<file path="config.mk">
export PLATFORM = sky130hd
export DESIGN_NAME = ov5640_cfg_seq_flat
export DESIGN_NICKNAME = d
export VERILOG_FILES = /design/src/rtl/ov5640_cfg_seq_if.sv /design/src/rtl/ov5640_cfg_seq.sv /design/src/flat_wrapper.sv
export SDC_FILE = /design/constraint.sdc
export NUM_CORES = 1
export LEC_CHECK = 0
export ABC_CLOCK_PERIOD_IN_PS = 2800
export CAP_MARGIN = 5
export CORE_MARGIN = 2
export CORE_UTILIZATION = 52
export CTS_BUF_LIST = sky130_fd_sc_hd__clkbuf_16
export DETAILED_ROUTE_END_ITERATION = 6
export HOLD_SLACK_MARGIN = 0.06
export PLACE_DENSITY = 0.83
export SKIP_LAST_GASP = 1
export SLEW_MARGIN = 20
export SYNTH_ARGS = -nofsm -noshare
export SYNTH_HDL_FRONTEND = slang
export SYNTH_SLANG_ARGS = --single-unit
</file>
<file path="constraint.sdc">
create_clock -name sclk -period 2.8 [get_ports sclk]
set_clock_uncertainty 0.15 [all_clocks]
set_input_delay 0.28 -clock sclk [delete_from_list [all_inputs] [get_ports sclk]]
set_output_delay 0.28 -clock sclk [all_outputs]
set_load 0.02 [all_outputs]
</file>
<file path="src/rtl/ov5640_cfg_seq_if.sv">
// Handshake bundle between the OV5640 configuration sequencer and the IIC master engine.
interface ov5640_cfg_seq_if;
   logic        iic_start;
   logic [31:0] iic_wdata;
   logic [7:0]  iic_rdata;
   logic        iic_busy;

   modport master (
      output iic_start,
      output iic_wdata,
      input  iic_rdata,
      input  iic_busy
   );

   modport slave (
      input  iic_start,
      input  iic_wdata,
      output iic_rdata,
      output iic_busy
   );
endinterface

</file>
<file path="src/rtl/ov5640_cfg_seq.sv">
// OV5640 power-up configuration sequencer: walks a {reg_addr16, data8} table held in a
// synchronous ROM, issues one SCCB write per entry through the IIC master, optionally
// reads each register back, honours 0xFFFF delay entries and reports errors.
module ov5640_cfg_seq #(
   parameter int unsigned TBL_DEPTH = 252,
   parameter int unsigned TBL_AW    = 8,
   parameter logic [6:0]  DEV_ID    = 7'h3C,
   parameter int unsigned PWR_DLY   = 1_000_000,
   parameter int unsigned GAP_DLY   = 500,
   parameter int unsigned DLY_UNIT  = 50_000,
   parameter bit          VERIFY    = 1'b0,
   parameter int unsigned BUSY_TO   = 8
) (
   input  logic              sclk,
   input  logic              s_rst_n,
   input  logic              cfg_req,
   output logic [TBL_AW-1:0] tbl_addr,
   input  logic [23:0]       tbl_data,
   ov5640_cfg_seq_if.master  iic,
   output logic              cfg_busy,
   output logic              cfg_done,
   output logic              cfg_err,
   output logic [7:0]        err_cnt
);

   // One shared down-counter serves every timed state; size it for the longest wait.
   localparam int unsigned DLY_MAX = 255 * DLY_UNIT;
   localparam int unsigned MAX_A   = (PWR_DLY > DLY_MAX) ? PWR_DLY : DLY_MAX;
   localparam int unsigned MAX_B   = (GAP_DLY > BUSY_TO) ? GAP_DLY : BUSY_TO;
   localparam int unsigned CNT_MAX = (MAX_A > MAX_B) ? MAX_A : MAX_B;
   localparam int unsigned CNT_W   = $clog2(CNT_MAX + 1);

   typedef logic [CNT_W-1:0] cnt_t;

   function automatic cnt_t ld_val(input int unsigned n);
      return (n == 0) ? '0 : cnt_t'(n - 1);
   endfunction

   localparam cnt_t PWR_LD  = ld_val(PWR_DLY);
   localparam cnt_t GAP_LD  = ld_val(GAP_DLY);
   localparam cnt_t BUSY_LD = ld_val(BUSY_TO);
   localparam logic [TBL_AW-1:0] LAST_IDX = TBL_AW'(TBL_DEPTH - 1);

   typedef enum logic [3:0] {
      S_PWR_WAIT,
      S_FETCH,
      S_LATCH,
      S_DELAY,
      S_WR_START,
      S_WAIT_H,
      S_WAIT_L,
      S_GAP_RD,
      S_RD_START,
      S_CHECK,
      S_NEXT,
      S_DONE
   } state_t;

   state_t            state_q;
   cnt_t              cnt_q;
   logic [TBL_AW-1:0] idx_q;
   logic [TBL_AW-1:0] tbl_addr_q;
   logic              start_q;
   logic [31:0]       wdata_q;
   logic [15:0]       reg_addr_q;
   logic [7:0]        reg_data_q;
   logic              rd_phase_q;
   logic              cfg_busy_q;
   logic              cfg_done_q;
   logic              cfg_err_q;
   logic [7:0]        err_cnt_q;
   logic [7:0]        err_cnt_d;
   cnt_t              dly_prod;

   // Saturating error-count increment and delay-entry length from the ROM word.
   always_comb begin
      err_cnt_d = (err_cnt_q == 8'hFF) ? err_cnt_q : err_cnt_q + 8'd1;
      dly_prod  = cnt_t'(tbl_data[7:0]) * cnt_t'(DLY_UNIT);
   end

   // Sequencer FSM; every output is registered here.
   always_ff @(posedge sclk or negedge s_rst_n) begin
      if (!s_rst_n) begin
         state_q    <= S_PWR_WAIT;
         cnt_q      <= PWR_LD;
         idx_q      <= '0;
         tbl_addr_q <= '0;
         start_q    <= 1'b0;
         wdata_q    <= '0;
         reg_addr_q <= '0;
         reg_data_q <= '0;
         rd_phase_q <= 1'b0;
         cfg_busy_q <= 1'b0;
         cfg_done_q <= 1'b0;
         cfg_err_q  <= 1'b0;
         err_cnt_q  <= '0;
      end else begin
         start_q <= 1'b0;
         case (state_q)
            S_PWR_WAIT: begin
               cfg_busy_q <= 1'b1;
               if (cnt_q == '0) begin
                  idx_q      <= '0;
                  tbl_addr_q <= '0;
                  state_q    <= S_FETCH;
               end else begin
                  cnt_q <= cnt_q - 1'b1;
               end
            end

            S_FETCH: state_q <= S_LATCH;

            S_LATCH: begin
               reg_addr_q <= tbl_data[23:8];
               reg_data_q <= tbl_data[7:0];
               rd_phase_q <= 1'b0;
               if (tbl_data[23:8] == 16'hFFFF) begin
                  // The LATCH cycle already counts as the first delay cycle.
                  if (dly_prod > cnt_t'(1)) begin
                     cnt_q   <= dly_prod - cnt_t'(2);
                     state_q <= S_DELAY;
                  end else begin
                     cnt_q   <= GAP_LD;
                     state_q <= S_NEXT;
                  end
               end else if (!iic.iic_busy) begin
                  start_q <= 1'b1;
                  wdata_q <= {DEV_ID, 1'b0, tbl_data};
                  state_q <= S_WR_START;
               end
            end

            S_DELAY: begin
               if (cnt_q == '0) begin
                  cnt_q   <= GAP_LD;
                  state_q <= S_NEXT;
               end else begin
                  cnt_q <= cnt_q - 1'b1;
               end
            end

            S_WR_START, S_RD_START: begin
               cnt_q   <= BUSY_LD;
               state_q <= S_WAIT_H;
            end

            S_WAIT_H: begin
               if (iic.iic_busy) begin
                  state_q <= S_WAIT_L;
               end else if (cnt_q == '0) begin
                  cfg_err_q <= 1'b1;
                  err_cnt_q <= err_cnt_d;
                  cnt_q     <= GAP_LD;
                  state_q   <= S_NEXT;
               end else begin
                  cnt_q <= cnt_q - 1'b1;
               end
            end

            S_WAIT_L: begin
               if (!iic.iic_busy) begin
                  cnt_q <= GAP_LD;
                  if (rd_phase_q) begin
                     state_q <= S_CHECK;
                  end else if (VERIFY) begin
                     state_q <= S_GAP_RD;
                  end else begin
                     state_q <= S_NEXT;
                  end
               end
            end

            S_GAP_RD: begin
               if (cnt_q != '0) begin
                  cnt_q <= cnt_q - 1'b1;
               end else if (!iic.iic_busy) begin
                  start_q    <= 1'b1;
                  wdata_q    <= {DEV_ID, 1'b1, reg_addr_q, 8'h00};
                  rd_phase_q <= 1'b1;
                  state_q    <= S_RD_START;
               end
            end

            S_CHECK: begin
               if (iic.iic_rdata != reg_data_q) begin
                  cfg_err_q <= 1'b1;
                  err_cnt_q <= err_cnt_d;
               end
               cnt_q   <= GAP_LD;
               state_q <= S_NEXT;
            end

            S_NEXT: begin
               if (cnt_q != '0) begin
                  cnt_q <= cnt_q - 1'b1;
               end else if (idx_q == LAST_IDX) begin
                  cfg_busy_q <= 1'b0;
                  cfg_done_q <= 1'b1;
                  state_q    <= S_DONE;
               end else begin
                  idx_q      <= idx_q + 1'b1;
                  tbl_addr_q <= idx_q + 1'b1;
                  state_q    <= S_FETCH;
               end
            end

            S_DONE: begin
               if (cfg_req) begin
                  cfg_done_q <= 1'b0;
                  cfg_err_q  <= 1'b0;
                  err_cnt_q  <= '0;
                  cfg_busy_q <= 1'b1;
                  idx_q      <= '0;
                  tbl_addr_q <= '0;
                  cnt_q      <= PWR_LD;
                  state_q    <= S_PWR_WAIT;
               end
            end

            default: begin
               cnt_q   <= PWR_LD;
               state_q <= S_PWR_WAIT;
            end
         endcase
      end
   end

   assign tbl_addr      = tbl_addr_q;
   assign iic.iic_start = start_q;
   assign iic.iic_wdata = wdata_q;
   assign cfg_busy      = cfg_busy_q;
   assign cfg_done      = cfg_done_q;
   assign cfg_err       = cfg_err_q;
   assign err_cnt       = err_cnt_q;

endmodule
</file>
<file path="src/flat_wrapper.sv">
// flat-port wrapper written by rule: the top's interface ports become plain ports
module ov5640_cfg_seq_flat 
#(
   parameter int unsigned TBL_DEPTH = 252,
   parameter int unsigned TBL_AW    = 8,
   parameter logic [6:0]  DEV_ID    = 7'h3C,
   parameter int unsigned PWR_DLY   = 1_000_000,
   parameter int unsigned GAP_DLY   = 500,
   parameter int unsigned DLY_UNIT  = 50_000,
   parameter bit          VERIFY    = 1'b0,
   parameter int unsigned BUSY_TO   = 8
)
  (sclk, s_rst_n, cfg_req, tbl_addr, tbl_data, cfg_busy, cfg_done, cfg_err, err_cnt, iic_iic_start, iic_iic_wdata, iic_iic_rdata, iic_iic_busy);
  ov5640_cfg_seq_if iic_i ();
  input  logic sclk;
  input  logic s_rst_n;
  input  logic cfg_req;
  output logic [TBL_AW-1:0] tbl_addr;
  input  logic [23:0] tbl_data;
  output logic cfg_busy;
  output logic cfg_done;
  output logic cfg_err;
  output logic [7:0] err_cnt;
  output wire logic [$bits(iic_i.iic_start)-1:0] iic_iic_start;
  output wire logic [$bits(iic_i.iic_wdata)-1:0] iic_iic_wdata;
  input wire logic [$bits(iic_i.iic_rdata)-1:0] iic_iic_rdata;
  input wire logic [$bits(iic_i.iic_busy)-1:0] iic_iic_busy;
  assign iic_iic_start = iic_i.iic_start;
  assign iic_iic_wdata = iic_i.iic_wdata;
  assign iic_i.iic_rdata = iic_iic_rdata;
  assign iic_i.iic_busy = iic_iic_busy;
  ov5640_cfg_seq #(.TBL_DEPTH(TBL_DEPTH), .TBL_AW(TBL_AW), .DEV_ID(DEV_ID), .PWR_DLY(PWR_DLY), .GAP_DLY(GAP_DLY), .DLY_UNIT(DLY_UNIT), .VERIFY(VERIFY), .BUSY_TO(BUSY_TO)) u_core (.sclk(sclk), .s_rst_n(s_rst_n), .cfg_req(cfg_req), .tbl_addr(tbl_addr), .tbl_data(tbl_data), .iic(iic_i), .cfg_busy(cfg_busy), .cfg_done(cfg_done), .cfg_err(cfg_err), .err_cnt(err_cnt));
endmodule
</file>
## Word level (Yosys, flattened, before mapping)

Index checks and enable logic that the tools add are counted.

| operators by class | value |
|---|---|
| $add $sub $neg | 4 |
| multiply operators | 1 |
| $lt $le $gt $ge | 1 |
| equality and inequality tests | 32 |
| mux-type cells | 57 |
| bitwise gates (word level) | 1 |
| reduce and logical (&&, ||, !) cells | 17 |

Operator list:

| kind | count |
|---|---|
| case mux 24 bit (10 select lines) | 1 |
| two-way mux 24 bit | 8 |
| two-way mux 32 bit | 4 |
| two-way mux 8 bit | 8 |
| case mux 32 bit (2 select lines) | 1 |
| two-way mux 4 bit | 12 |
| case mux 8 bit (3 select lines) | 2 |
| case mux 4 bit (11 select lines) | 1 |
| greater-than comparator 24 x 1 -> 1 bit (second input constant) | 1 |
| zero test 24 bit | 1 |
| nonzero test 24 bit | 1 |
| subtractor 24 x 1 -> 24 bit (second input constant) | 1 |
| subtractor 24 x 2 -> 24 bit (second input constant) | 1 |
| multiplier 8 x 12 -> 20 bit (second input constant) | 1 |
| != test 2 bit (second input constant) | 10 |
| adder 8 x 1 -> 8 bit (second input constant) | 2 |
| == test 16 bit (second input constant) | 1 |
| == test 4 x 3 -> 1 bit (second input constant) | 4 |
| == test 4 bit (second input constant) | 4 |
| == test 8 bit (second input constant) | 2 |
| AND reduction 5 bit | 3 |
| two-way mux 1 bit | 14 |
| AND reduction 7 bit | 2 |
| != test 2 x 1 -> 1 bit (second input constant) | 6 |
| 14 further kinds | 22 |

| storage, ports and cells | value |
|---|---|
| register bits | 105 |
| input port bits | 36 |
| output and inout port bits | 52 |
| word-level logic and storage cells | 125 |

## Depth between registers and ports, before layout

Gate-level depths: netlist of the first run.

| logic depth | value |
|---|---|
| depth in word-level cells | 5 |
| mapped depth | 17 |
| gate-level depth less buffers | 16 |

## Worst setup path after synthesis of the first run

Ideal clock, no wire load.

| path | value |
|---|---|
| kind | input -> register |
| start | input port tbl_data[2] |
| end | register u_core.cnt_q[17] |
| arrival time | 4.456 ns |
| path slack | -1.890 ns |
| stages | 16 |
| cells stage by stage | ha_1 -> ha_1 -> inv_1 -> fa_1 -> inv_1 -> fa_1 -> ha_1 -> a211oi_2 -> o21bai_2 -> a2111oi_4 -> o211ai_1 -> a2111oi_4 -> o2111ai_4 -> nand2_4 -> nor2_1 -> o32a_1 |

| on the way | value |
|---|---|
| cells in the longest elaborated chain, start to end | 5 |
| elaborated cells on any way between the ends | 6 |
| classes of those cells | add/sub: 1; mul: 1; order compare: 1; mux: 3 |

RTL lines:

| what | RTL line | RTL |
|---|---|---|
| start: declaration | flat_wrapper.sv:19 | `input logic [23:0] tbl_data;` |
| multiplier 8 x 12 -> 20 bit * | ov5640_cfg_seq.sv:78 | `dly_prod = cnt_t'(tbl_data[7:0]) * cnt_t'(DLY_UNIT);` |
| subtractor 24 x 2 -> 24 bit or greater-than comparator 24 x 1 -> 1 bit (tied branches) | ov5640_cfg_seq.sv:120, ov5640_cfg_seq.sv:119 |  |
| two-way mux 24 bit * | ov5640_cfg_seq.sv:119 | `if (dly_prod > cnt_t'(1)) begin` |
| two-way mux 24 bit * | ov5640_cfg_seq.sv:117 | `if (tbl_data[23:8] == 16'hFFFF) begin` |
| case mux 24 bit (10 select lines) * | ov5640_cfg_seq.sv:99 | `case (state_q)` |
| end signal: assignment | ov5640_cfg_seq.sv:107 | `cnt_q <= cnt_q - 1'b1;` |
| end signal: assignment | ov5640_cfg_seq.sv:120 | `cnt_q <= dly_prod - cnt_t'(2);` |
| end signal: assignment | ov5640_cfg_seq.sv:138 | `cnt_q <= cnt_q - 1'b1;` |
| end: declaration | ov5640_cfg_seq.sv:60 | `cnt_t cnt_q;` |

Every way passes the cells marked *; elsewhere a longest branch is shown, timed or not. The select of a mux whose other input is x is not followed.
A chain may end at the register's enable or synchronous reset.

## Worst setup path after layout of the first run

| path | value |
|---|---|
| start | input port tbl_data[4] |
| end | register u_core.cnt_q[10] |

Same word-level chain as after synthesis.

==> results.ini, run 1 <==
[clock_network]
clock_latency_ps = 370
cts_tree = yes
cts-buffers-inserted = 9
htree_levels = 3
clock_sinks = 99
cts_root_buf = clkbuf_16
clock_path_buffers = 2
clk_pin_slew_worst_paths_ps = 80

[place]
port_buffers = 84
hpwlAfterDp_um = 16530
gp_congestion = 0.9522

[sta]
timing.slew.headroom = 0.4767
clock.fmax_mhz = 212.9
tightest_slew_ps = 782.0
rsz0062_at_grt = yes
hold_viol = 0
setup_slack_ps = -1897
setup_viol = 41
fin_crit_sh = 1.678
fin_crit_ps = 4697
slew_viol_final = 0

[die]
die_h_um = 124.2
io_pins = 88
core-area_mm2 = 0.01399
die-width_um = 124.2
fp-row-count = 43
start_util = 0.5372
die_area_mm2 = 0.01543

[critical_path]
ff2ff_setup_slack_ps = -150
worstPathRequired_ps = 2880
startpoint_type = primary input
crit_arrival_ps = 4780
worst-path-buf-inv = 4
worst_path_max_delay_cell = fa_1
critPathMaxFanout = 7
cp_cell_sequence = buf_8 > buf_6 > ha_4 > fa_1 > fa_1 > ha_1 > ha_4 > o211ai_1 > buf_4 > o211a_1 > a2111o_1 > a31o_1 > a2111oi_4 > o2111ai_4 > buf_4 > nand3_2 > o21ai_0
path_class = primary input to register
path_delay_family = compound AO/OA/AOI/OAI gates
slowest_delay_ps = 490
end_kind = register

[min_path]
hold_path_class = primary input to register

[job]
drv_cap = 0

[global_routing]
grt_max_degree = 58
grt_first_pass_wirelength_um = 38350
globalRouteOverflowTotal = 0
grt_use_total = 0.3002
antenna_found_initial = 0
grt_pass1_vias = 7844

[layout]
nets = 1215
post-route-util = 0.7664
drive_above_1_share = 0.2996
fill_cells = 848
diodes = 0
syn2layout_area_growth_pct = 42.66

[synth]
yosysTopAreaCell = dfrtp_1
synth-seq-cells = 99
ys_warn_count = 0
synthTopCellsByArea = dfrtp_1 29%, ha_1 9.5%, nand2_1 6.8%
syn_area_per_cell_um2 = 8.657
syn_area_mm2 = 0.007515
yosysMostFrequentCell = nand2_1
synthArstFlopShare = 1.000
synth_top_area_frac = 0.2897
yosysSeqAreaShare = 0.3317
synthTopCellsByCount = 137 x nand2_1, 87 x dfrtp_1, 69 x nor2_1, 69 x o21ai_0, 57 x ha_1
synth_edf_count = 0
synth_top_flop_cell = dfrtp_1
synth_cell_types = 85
synth_cells = 868

[routing]
wl_per_cell_um = 19.65
wirelength_um = 25450
firstDrtPassIters = 5
vias = 8209
drt_iter0_drc = 893
route.detailed.drc = 0
drt-vias-per-instance = 6.339
final_antenna_net_count = 0

[power]
ir_drop_uv = 555.2
leakage_nw = 4.765
p_per_area_mw_per_mm2 = 1043
total_power_w = 0.01118

[run_status]
outcome = finished, violations left
violations = setup timing

[power by group]
group          internal [W]  switching, W  leakage [nW]  total (W)
sequential          0.00207      0.000500          1.24    0.00257
clock              0.000633      0.000643         0.147    0.00128
combinational       0.00341       0.00392          3.38    0.00733
total               0.00612       0.00506          4.77     0.0112
[flip-flops by register name (all words and copies together) (netlist names), 4 cells and up]
signal                flops
u_core.iic.iic_wdata     26
u_core.err_cnt            8
u_core.state_q            4
u_core.reg_data_q         8
u_core.idx_q              8
u_core.reg_addr_q        16
u_core.cnt_q             24
[placed cells by master, fill, tap and decap left out, types with 18 or more instances in the layout]
master / count
nor2_1: 58
dfrtp_1: 87
o21ai_0: 50
mux2i_1: 18
ha_1: 44
buf_4: 171
nand3_1: 19
clkdlybuf4s50_1: 75
inv_1: 20
xnor2_1: 28
nand2_1: 133
a21oi_1: 28
[final cells by class]
type	count	area, µm²	share of cell area
well taps	180	225.2	0.02101
multi-input cells	702	5221	0.4870
clock buffers	9	225.2	0.02101
inverters	22	82.58	0.007703
clock inverters	7	70.07	0.006536
flip-flops and latches	99	2492	0.2325
repair buffers	276	2404	0.2242
[final timing paths]
| check | start | to | depth (start not counted) |
|---|---|---|---|
| worst min-delay path | tbl_data[3] | u_core.iic.iic_wdata[3] | 2 |
| max in group asynchronous | s_rst_n | u_core.cnt_q[5] | 3 |
| min in group asynchronous | s_rst_n | u_core.idx_q[7] | 2 |
| worst min register to register | u_core.reg_addr_q[1] | u_core.reg_addr_q[1] | 2 |
| worst max-delay path | tbl_data[4] | u_core.cnt_q[10] | 17 |
| worst max register to register | u_core.cnt_q[4] | u_core.cfg_busy | 10 |
[per-stage QoR]
step | setup TNS (ps) | hold WS, ps | worst slack, ps | instances | cell area, µm²
after floorplan | -39160 | -165.6 | -1648 | 870 | 7666
after global placement | -57190 | 230.5 | -2330 | 1248 | 9742
after detailed placement | -63020 | 234.8 | -2536 | 1248 | 9742
after CTS | -40380 | 89.74 | -1661 | 1281 | 10370
after global routing | -51680 | 97.40 | -2024 | 1295 | 10720
final | -46640 | 97.59 | -1897 | 1295 | 10720
[worst register-to-register path, cell delays in order (launching register included)]
cell and delay (ps):
dfstp_2 380, or4_4 550, nor4_4 260, buf_4 160
nand4_1 130, o211ai_1 250, a21oi_2 120, a221o_2 410
o21ai_2 160, nand2_1 80, a32o_1 200
[per-layer routing]
metal | GRT usage | wire length, µm | up-vias
li1 | - | - | 3604
met1 | 0.3591 | 9589 | 3951
met2 | 0.5317 | 12810 | 520
met3 | 0.04948 | 1775 | 134
met4 | 0.1302 | 1275 | 0
met5 | 0 | 0 | -
[timing repair]
action / in CTS / in global routing
pin swaps: 41 / 33
setup endpoints to repair: 45 / 66
gates resized for setup: 69 / 73
hold endpoints to repair: 55 / 0
cloned: 2 / 2
buffers inserted: 14 / 13
hold buffers: 1 / 0
[cells by family after synthesis]
logic type | after synthesis | synth area share
other | 1 | 0.0004990
muxes | 18 | 0.02398
buffers and inverters | 71 | 0.04062
AOI/OAI and AO/OA | 225 | 0.2070
DFF | 99 | 0.3317
and+or+nand+nor | 341 | 0.2179
adders and majority gates | 70 | 0.1282
xor gates and xnor gates | 43 | 0.05012
Power figures use the tool's default switching activity.
==> run 2: changes to the inputs <==
--- a/config.mk
+++ b/config.mk
@@ -7,6 +7,7 @@
 export LEC_CHECK = 0
 export ABC_CLOCK_PERIOD_IN_PS = 2800
 export CAP_MARGIN = 5
+export CORE_ASPECT_RATIO = 0.8
 export CORE_MARGIN = 2
 export CORE_UTILIZATION = 52
 export CTS_BUF_LIST = sky130_fd_sc_hd__clkbuf_16
==> run 2 against run 1 <==
Effect of this change: the flow still finishes with violations (setup timing); sequential power about the same; clock power about the same; highest routed layer unchanged; combinational power up 5.5%; register-to-register slack worse by 70 ps; routed wire length up 11%.
==> results.ini, run 2 (synthesized netlist as in run 1, its figures left out) <==
[min_path]
hold_end = u_core.iic.iic_wdata[4]
hold_path_class = primary input to register
hp-start = tbl_data[4]
holdPathStages = 3

[critical_path]
r2r_cells = 9
startpoint_type = primary input
cp_cell_sequence = buf_4 > ha_4 > ha_4 > inv_2 > fa_1 > inv_2 > fa_2 > ha_4 > buf_4 > buf_4 > a211o_1 > nand2b_4 > a2111oi_4 > o211ai_1 > a2111oi_4 > o2111ai_4 > buf_6 > buf_4 > nor2_1 > o32a_1
end_kind = register
r2r_end = u_core.cnt_q[12]
worstPathRequired_ps = 2950
ff2ff_setup_slack_ps = -220
path_class = primary input to register
crit_arrival_ps = 4830
crit_top_cell = buf_4
worst-path-buf-inv = 7
worst_path_max_delay_cell = fa_1
critPathMaxFanout = 4
slowest_delay_ps = 480
rr_startpoint = u_core.cnt_q[11]
path_delay_family = adder cells

[routing]
wirelength_um = 28210
wl_per_cell_um = 21.52
firstDrtPassIters = 6
drt-vias-per-instance = 6.474
final_antenna_net_count = 0
vias = 8488
drt_iter0_drc = 1331
route.detailed.drc = 0

[clock_network]
clock_sinks = 99
cts-buffers-inserted = 9
clock_path_buffers = 2
cts_root_buf = clkbuf_16
clock_latency_ps = 360
cts_tree = yes
htree_levels = 3
clk_pin_slew_worst_paths_ps = 80

[sta]
timing.slew.headroom = 0.4952
tightest_slew_ps = 750.3
fin_crit_sh = 1.670
finalSetupTns_ps = -46830
fin_crit_ps = 4675
slew_viol_final = 0
clock.fmax_mhz = 213.9
rsz0062_at_grt = yes
hold_viol = 0
setup_slack_ps = -1875
setup_viol = 43

[place]
hpwlAfterDp_um = 16900
place_area_mm2 = 0.009803
place_inst = 1260
port_buffers = 84
gp_congestion = 0.9474

[layout]
nets = 1227
syn2layout_area_growth_pct = 45.80
final_area_mm2 = 0.01096
mostFrequentLayoutCells = 182 x buf_4, 135 x nand2_1, 87 x dfrtp_1, 75 x clkdlybuf4s50_1, 61 x nor2_1
largest_register_ffs = 26
stdcell_count = 1311
drive_above_1_share = 0.3141
final_common_cell = buf_4
post-route-util = 0.7716
diodes = 0

[power]
p_per_area_mw_per_mm2 = 1060
leakage_nw = 4.822
ir_drop_uv = 606.6
total_power_w = 0.01161

[global_routing]
grt_use_total = 0.3240
grt_first_pass_wirelength_um = 40740
grt_pass1_vias = 8017
grt_max_degree = 45
antenna_found_initial = 0
globalRouteOverflowTotal = 0

[run_status]
violations = setup timing
outcome = finished, violations left

[die]
fp-row-count = 39
io_pins = 88
die-width_um = 138.4
core-area_mm2 = 0.01420
start_util = 0.5292
die_area_mm2 = 0.01543
die_h_um = 111.5

[job]
drv_cap = 0

run 2: cell types whose count changed in the layout (fill, tap and decap cells not counted), sizes merged:
cell / before / now
clkbuf: 12 / 14
dlygate4sd2: 0 / 1
clkinv: 2 / 5
clkdlybuf4s15: 3 / 2
buf: 194 / 204
inv: 27 / 24
run 2: metrics by stage:
stage / hold WS (ps) / worst slack [ps]
finish: 126.6 / -1875
global route: 126.1 / -2030
CTS: 107.1 / -1682
detailed placement: 113.4 / -2553
global placement: 112.7 / -2340
floorplan: -165.6 / -1648
run 2: layer usage:
metal  up-vias  part of all wire  global-route usage  wire, µm
li1       3627                 -                   -         -
met1      4024              0.38              0.4209     10780
met2       649              0.47              0.5406     13260
met3       188             0.091             0.06323      2577
met4         0             0.057              0.1238      1595
met5         -                 0                   0         0
run 2: worst max path at each step:
| stage | start | endpoint | slack [ps] | depth (start not counted) |
|---|---|---|---|---|
| after detailed placement | tbl_data[2] | u_core.cnt_q[17] | -2550 | 17 |
| after floorplan | tbl_data[2] | u_core.cnt_q[17] | -1650 | 16 |
| after global placement | tbl_data[2] | u_core.cnt_q[17] | -2340 | 17 |
| after global routing | tbl_data[1] | u_core.cnt_q[7] | -2030 | 19 |
| final | tbl_data[2] | u_core.cnt_q[0] | -1880 | 20 |
| after CTS | tbl_data[4] | u_core.cnt_q[17] | -1680 | 16 |
run 2: final cells by class:
class | count | area [µm²]
sequential | 99 | 2492
clock buffer | 9 | 225.2
timing repair buffer | 288 | 2514
fill | 800 | 3243
tap | 184 | 230.2
multi-input combinational | 702 | 5319
inverter | 22 | 82.58
clock inverter | 7 | 93.84
run 2: timing repair:
item / 4_1_cts / 5_1_grt
setup endpoints to repair: 47 / 54
cloned: 3 / 3
hold buffers: 1 / 0
pin swaps: 40 / 36
endpoints found under the hold margin: 27 / 0
setup buffers: 16 / 12
gates resized for setup: 84 / 65
run 2: power by group:
group	internal, W	total [W]	switching, W
Sequential	0.00207	0.00259	0.000515
Clock	0.000645	0.00130	0.000651
Combinational	0.00353	0.00773	0.00420
Total	0.00624	0.0116	0.00537
run 2: worst reg2reg max path, delay by kind of cell, from the launching register on:
family                   cells  cell delay [ps]
AND/OR/NAND/NOR              3             1110
AO/OA/AOI/OAI                4              600
flip-flops                   1              450
adder cells (fa/ha/maj)      1              410
buffers and inverters        1              190
